<file path="src/rtl/ibex_irq_source_if.sv">
// Signal bundle between the interrupt source and its surroundings (raw lines, timer
// control, ack path in; irqs_t, NMI and mtime out).
interface ibex_irq_source_if #(
   parameter int unsigned TimerWidth = 32
);
   logic                  irq_ext_i;
   logic [14:0]           irq_fast_i;
   logic                  irq_nm_i;
   logic                  sw_set_i;
   logic                  sw_clr_i;
   logic                  tmr_en_i;
   logic                  cmp_we_i;
   logic [TimerWidth-1:0] cmp_wdata_i;
   logic                  ack_valid_i;
   logic [5:0]            ack_cause_i;
   logic [17:0]           irqs_o;
   logic                  irq_nm_o;
   logic [TimerWidth-1:0] mtime_o;

   modport master (
      output irq_ext_i, irq_fast_i, irq_nm_i, sw_set_i, sw_clr_i, tmr_en_i,
             cmp_we_i, cmp_wdata_i, ack_valid_i, ack_cause_i,
      input  irqs_o, irq_nm_o, mtime_o
   );

   modport slave (
      input  irq_ext_i, irq_fast_i, irq_nm_i, sw_set_i, sw_clr_i, tmr_en_i,
             cmp_we_i, cmp_wdata_i, ack_valid_i, ack_cause_i,
      output irqs_o, irq_nm_o, mtime_o
   );
endinterface

</file>
<file path="src/rtl/ibex_irq_source.sv">
// Interrupt source for Ibex: builds the registered irqs_t bundle and NMI from raw lines,
// a machine timer and the core's ack (exc_cause_e) port.
module ibex_irq_source #(
   parameter int unsigned TimerWidth = 32,
   parameter logic [14:0] FastEdge   = 15'h0
) (
   input logic              clk_i,
   input logic              rst_ni,
   ibex_irq_source_if.slave irq_if
);

   logic [TimerWidth-1:0] mtime_q;
   logic [TimerWidth-1:0] mtimecmp_q;
   logic                  timer_q;
   logic                  ext_q;
   logic                  sw_q;
   logic                  nm_q;
   logic                  nm_prev_q;
   logic [14:0]           fast_q;
   logic [14:0]           fast_prev_q;

   logic                  nm_rise;
   logic                  nm_clr;
   logic [14:0]           fast_rise;
   logic [14:0]           fast_clr;
   logic [14:0]           fast_d;

   // Fast line i is acked by cause {1'b1, 16+i}; cause 6'h3F (id 31) is the NMI.
   always_comb begin
      nm_rise   = irq_if.irq_nm_i & ~nm_prev_q;
      nm_clr    = irq_if.ack_valid_i && (irq_if.ack_cause_i == 6'h3F);
      fast_rise = irq_if.irq_fast_i & ~fast_prev_q;
      fast_clr  = '0;
      fast_d    = '0;
      for (int i = 0; i < 15; i++) begin
         fast_clr[i] = irq_if.ack_valid_i &&
                       (irq_if.ack_cause_i == {1'b1, 5'(16 + i)});
         if (FastEdge[i]) begin
            fast_d[i] = fast_rise[i] | (fast_q[i] & ~fast_clr[i]);
         end else begin
            fast_d[i] = irq_if.irq_fast_i[i];
         end
      end
   end

   // History regs are held at 0 in reset so a line high across release reads as an edge.
   always_ff @(posedge clk_i) begin
      if (!rst_ni) begin
         mtime_q     <= '0;
         mtimecmp_q  <= '1;
         timer_q     <= 1'b0;
         ext_q       <= 1'b0;
         sw_q        <= 1'b0;
         nm_q        <= 1'b0;
         nm_prev_q   <= 1'b0;
         fast_q      <= '0;
         fast_prev_q <= '0;
      end else begin
         if (irq_if.tmr_en_i) begin
            mtime_q <= mtime_q + TimerWidth'(1);
         end
         if (irq_if.cmp_we_i) begin
            mtimecmp_q <= irq_if.cmp_wdata_i;
         end
         timer_q <= (mtime_q >= mtimecmp_q);
         ext_q   <= irq_if.irq_ext_i;
         if (irq_if.sw_set_i) begin
            sw_q <= 1'b1;
         end else if (irq_if.sw_clr_i) begin
            sw_q <= 1'b0;
         end
         nm_q        <= nm_rise | (nm_q & ~nm_clr);
         nm_prev_q   <= irq_if.irq_nm_i;
         fast_q      <= fast_d;
         fast_prev_q <= irq_if.irq_fast_i;
      end
   end

   assign irq_if.irqs_o   = {sw_q, timer_q, ext_q, fast_q};
   assign irq_if.irq_nm_o = nm_q;
   assign irq_if.mtime_o  = mtime_q;

endmodule
</file>
<file path="src/flat_wrapper.sv">
// flat-port wrapper written by rule: the top's interface ports become plain ports
module ibex_irq_source_flat 
#(
   parameter int unsigned TimerWidth = 32,
   parameter logic [14:0] FastEdge   = 15'h0
)
  (clk_i, rst_ni, irq_if_irq_ext_i, irq_if_irq_fast_i, irq_if_irq_nm_i, irq_if_sw_set_i, irq_if_sw_clr_i, irq_if_tmr_en_i, irq_if_cmp_we_i, irq_if_cmp_wdata_i, irq_if_ack_valid_i, irq_if_ack_cause_i, irq_if_irqs_o, irq_if_irq_nm_o, irq_if_mtime_o);
  ibex_irq_source_if #(.TimerWidth(TimerWidth)) irq_if_i ();
  input logic clk_i;
  input logic rst_ni;
  input wire logic [$bits(irq_if_i.irq_ext_i)-1:0] irq_if_irq_ext_i;
  input wire logic [$bits(irq_if_i.irq_fast_i)-1:0] irq_if_irq_fast_i;
  input wire logic [$bits(irq_if_i.irq_nm_i)-1:0] irq_if_irq_nm_i;
  input wire logic [$bits(irq_if_i.sw_set_i)-1:0] irq_if_sw_set_i;
  input wire logic [$bits(irq_if_i.sw_clr_i)-1:0] irq_if_sw_clr_i;
  input wire logic [$bits(irq_if_i.tmr_en_i)-1:0] irq_if_tmr_en_i;
  input wire logic [$bits(irq_if_i.cmp_we_i)-1:0] irq_if_cmp_we_i;
  input wire logic [$bits(irq_if_i.cmp_wdata_i)-1:0] irq_if_cmp_wdata_i;
  input wire logic [$bits(irq_if_i.ack_valid_i)-1:0] irq_if_ack_valid_i;
  input wire logic [$bits(irq_if_i.ack_cause_i)-1:0] irq_if_ack_cause_i;
  output wire logic [$bits(irq_if_i.irqs_o)-1:0] irq_if_irqs_o;
  output wire logic [$bits(irq_if_i.irq_nm_o)-1:0] irq_if_irq_nm_o;
  output wire logic [$bits(irq_if_i.mtime_o)-1:0] irq_if_mtime_o;
  assign irq_if_i.irq_ext_i = irq_if_irq_ext_i;
  assign irq_if_i.irq_fast_i = irq_if_irq_fast_i;
  assign irq_if_i.irq_nm_i = irq_if_irq_nm_i;
  assign irq_if_i.sw_set_i = irq_if_sw_set_i;
  assign irq_if_i.sw_clr_i = irq_if_sw_clr_i;
  assign irq_if_i.tmr_en_i = irq_if_tmr_en_i;
  assign irq_if_i.cmp_we_i = irq_if_cmp_we_i;
  assign irq_if_i.cmp_wdata_i = irq_if_cmp_wdata_i;
  assign irq_if_i.ack_valid_i = irq_if_ack_valid_i;
  assign irq_if_i.ack_cause_i = irq_if_ack_cause_i;
  assign irq_if_irqs_o = irq_if_i.irqs_o;
  assign irq_if_irq_nm_o = irq_if_i.irq_nm_o;
  assign irq_if_mtime_o = irq_if_i.mtime_o;
  ibex_irq_source #(.TimerWidth(TimerWidth), .FastEdge(FastEdge)) u_core (.clk_i(clk_i), .rst_ni(rst_ni), .irq_if(irq_if_i));
endmodule
</file>
<file path="config.mk">
export PLATFORM = sky130hd
export DESIGN_NAME = ibex_irq_source_flat
export DESIGN_NICKNAME = d
export VERILOG_FILES = /design/src/rtl/ibex_irq_source_if.sv /design/src/rtl/ibex_irq_source.sv /design/src/flat_wrapper.sv
export SDC_FILE = /design/constraint.sdc
export NUM_CORES = 1
export LEC_CHECK = 0
export CAP_MARGIN = 10
export CORE_MARGIN = 2
export CORE_UTILIZATION = 40
export CTS_BUF_LIST = sky130_fd_sc_hd__clkbuf_4 sky130_fd_sc_hd__clkbuf_8
export CTS_CLUSTER_DIAMETER = 60
export DETAILED_ROUTE_END_ITERATION = 10
export HOLD_SLACK_MARGIN = 0.05
export PLACE_DENSITY_LB_ADDON = 0.2
export SETUP_SLACK_MARGIN = 0.02
export SYNTH_ARGS = -nofsm -noshare
export SYNTH_HDL_FRONTEND = slang
export SYNTH_SLANG_ARGS = --single-unit
export TNS_END_PERCENT = 100
</file>
<file path="constraint.sdc">
create_clock -name clk_i -period 2.5 [get_ports clk_i]
set_clock_uncertainty 0.2 [all_clocks]
set_input_delay 0.5 -clock clk_i [delete_from_list [all_inputs] [get_ports clk_i]]
set_output_delay 0.5 -clock clk_i [all_outputs]
set_load 0.01 [all_outputs]
</file>
==> results.md <==
- Largest net degree at the start of global routing: 64
- Outcome: finished clean
- Crit path from: irq_if_tmr_en_i
- Area growth syn-to-layout: 38.4%
- Routed Antenna Nets: 0
- I/O Buffers: approximately 110
- DR WL/cell: 12.9 um
- Static leakage: between 2 and 2.5 nW
- Clock-pin transition on the worst setup and hold timing paths: 0.08 ns
- Setup tns final: 0 ns
- Gr usage total: ~17%
- I/O Pins: approximately 110
- Setup violators final: 0
- Max_slew headroom: between 60% and 70%
- Core area: ~0.0097 mm2
- EDFF count, synth: 0
- Final hold vios: 0
- H-tree depth: 3
- Layout cells sized above 1: 7.40%
- Area share of the largest cell type after synthesis: a little over two fifths
- Die area: 0.0107 mm2
- Detailed Route WL: around 9 mm
- Kind of critical path: primary input to register
- Layout fillers: ~900
- Die Ht: between 100 and 150 um
- Worst-Margin Slew: approximately 0.53 ns
- Worst r2r src: u_core.irq_if.mtime_o[5]
- Starting DRT DRC Count: roughly 110
- Setup crit start kind: primary input
- Tmin final: between 2 and 2.5 ns
- P_int: 1.99 mW
- Clock network fraction of design power: around 34%
- Antenna violations before repair: 0
- Post-cts resize count: 0
- Vias: roughly 3,300
- RSZ-0062 raised after global routing: no
- Power density over the cells: ~480 mW/mm2
- Synth Instances: ~430
- Synth top area cells: dfxtp_1 43%, ha_1 10%, o211ai_1 7.2%
- Cell variety after synth: 40
- Pre-antenna DRT Iters: 4
- Most frequent cells in the layout: 110 x clkdlybuf4s50_1, 84 x dfxtp_1, 52 x nand2_1
- Post-Syn Area: slightly below 0.004 mm2
- Fin util: ~56%
- Yosys warns: 0
- Final #Nets: between 600 and 700
- WP data arrival: 2.33 ns
- DRC Markers: 0
- Post-route clock period utilization: approximately 90%
- Post-CTS Setup Bufs: 0
- Req. time, crit path: approximately 2.6 ns
- Final HPWL DP: between 6 and 7 mm
- Clk buf depth: 2
- Commonest non-fill, non-tap cell in the layout: clkdlybuf4s50_1
- Global-route wire length before repair: about 15 mm
- Post-synth ARST share: 0%
- Rows: 36
- Slew Viols, Final: 0
- NetSw: around 0.63 mW
- Gpl congestion: ~0.8
- Vias in the first global route: ~3,200
- Reg power frac: 53.7%
- Top FF cell, synth: dfxtp_1
- Post-synthesis sequential area ratio: between 40% and 50%
- Worst VDD drop: roughly 0.27 mV
- Syn Nets: approximately 530
- CP Max Fanout: 6
- Die W: between 100 and 150 um
- Highest Clock Rate: between 0.4 and 0.5 GHz
- Worst-Skew Late Latency: ~0.35 ns
- Worst Setup EP: u_core.irq_if.mtime_o[31]
- Hold slack: 0.285 ns
- CTS Sinks: between 80 and 90
- Worst Setup End Kind: register
- R2r endpoint: u_core.timer_q
- CTS tree: built
- Switching share of power: between 20% and 30%
- Grt ovf: 0
- HP Class: register to register
- ANT cells: 0
- Reg2Reg Setup Slack: roughly 0.30 ns
- Cts-stage hold buffer count: 0
- Root Buffer: clkbuf_8
- Register bit count reported by yosys: 84
- Comb power frac: approximately an eighth
- Via/cell ratio: between 4 and 5
- Sequential cell area: about 0.0017 mm2
- FF-to-FF path depth: 6
- Synthesized area per cell: 9.13 um2
- Max Cap Viol: 0
- CTS buffer count: 9
- Initial core utilization: between 40% and 50%
- Biggest area consumer among synthesized cells: dfxtp_1
- Multi-input logic area: just over 0.002 mm2
==> worst min path at each step <==
stage,depth (start not counted),endpoint,startpoint,slack [ns]
floorplan,2,u_core.mtimecmp_q[0],u_core.mtimecmp_q[0],0.25
finish,2,u_core.mtimecmp_q[29],u_core.mtimecmp_q[29],0.29
CTS,2,u_core.mtimecmp_q[29],u_core.mtimecmp_q[29],0.29
global route,2,u_core.mtimecmp_q[7],u_core.mtimecmp_q[7],0.30
global placement,2,u_core.mtimecmp_q[0],u_core.mtimecmp_q[0],0.26
detailed placement,2,u_core.mtimecmp_q[0],u_core.mtimecmp_q[0],0.27
==> power groups by stage <==
stage	combinational, mW	sequential (mW)	clock, mW
3_3_place_gp	0.304	1.44	0
4_1_cts	0.315	1.41	0.941
5_1_grt	0.349	1.42	0.995
2_1_floorplan	0.136	1.45	0
6_report	0.310	1.41	0.903
3_5_place_dp	0.313	1.44	0
==> cells by family (layout without fill, tap and decap cells) <==
family | count (synthesis) | count (layout) | synth area share (%)
AO/OA/AOI/OAI | 78 | 78 | 13.9
XOR/XNOR | 17 | 17 | 3.78
adder cells (fa/ha/maj) | 33 | 33 | 10.5
buffers and inverters | 57 | 180 | 5.78
flip-flops | 84 | 84 | 42.7
multiplexers | 5 | 5 | 1.27
AND/OR/NAND/NOR | 157 | 157 | 22.1
==> metal layers <==
metal	vias to the layer above	GRT usage, %	share of wire [%]
met5	-	0	0
met3	6	2.89	4.2
met2	61	29.3	48
li1	1731	-	-
met1	1503	21.7	47
met4	0	6.07	0.72
==> state kept, by name (all words and copies together) (netlist names) <==
signal                  flops
u_core.mtimecmp_q          32
u_core.sw_q                 1
u_core.irq_if.mtime_o      32
u_core.ext_q                1
u_core.irq_if.irq_nm_o      1
u_core.nm_prev_q            1
u_core.timer_q              1
u_core.fast_q              15
==> cell type report <==
cell class                 instances  share of cell area (%)
clock buffer                      11                    2.78
clock inverter                     5                   0.666
timing repair buffer             128                    22.8
multi-input combinational        290                    37.3
sequential                        84                    30.9
tap                              133                    3.05
inverter                          36                    2.48
==> cell usage after synthesis (all sizes together) (7+ instances only) <==
cell and number:
nor2 7, nand2 52, o21ai 11, inv 36
dfxtp 84, xnor2 12, clkbuf 15, ha 33
and2 34, a21oi 8, o211ai 38, nand3 17
nand2b 13, nand4 14
==> critical path: stages <==
cell	delay, ns
clkdlybuf4s50_1	0.61
nand4_2	0.21
nor3_2	0.20
buf_4	0.18
nand3_4	0.08
or3_1	0.36
a21boi_1	0.16
==> through the flow <==
stage	setup WS [ns]	power [mW]	cell area, um2	std cells
global route	0.101	2.76	5450	687
detailed placement	-0.0971	1.75	5250	671
finish	0.245	2.62	5450	687
floorplan	0.394	1.58	3940	431
CTS	0.119	2.67	5440	687
global placement	-0.0270	1.74	5250	671
Note: power is estimated with default switching activity, not from simulation.
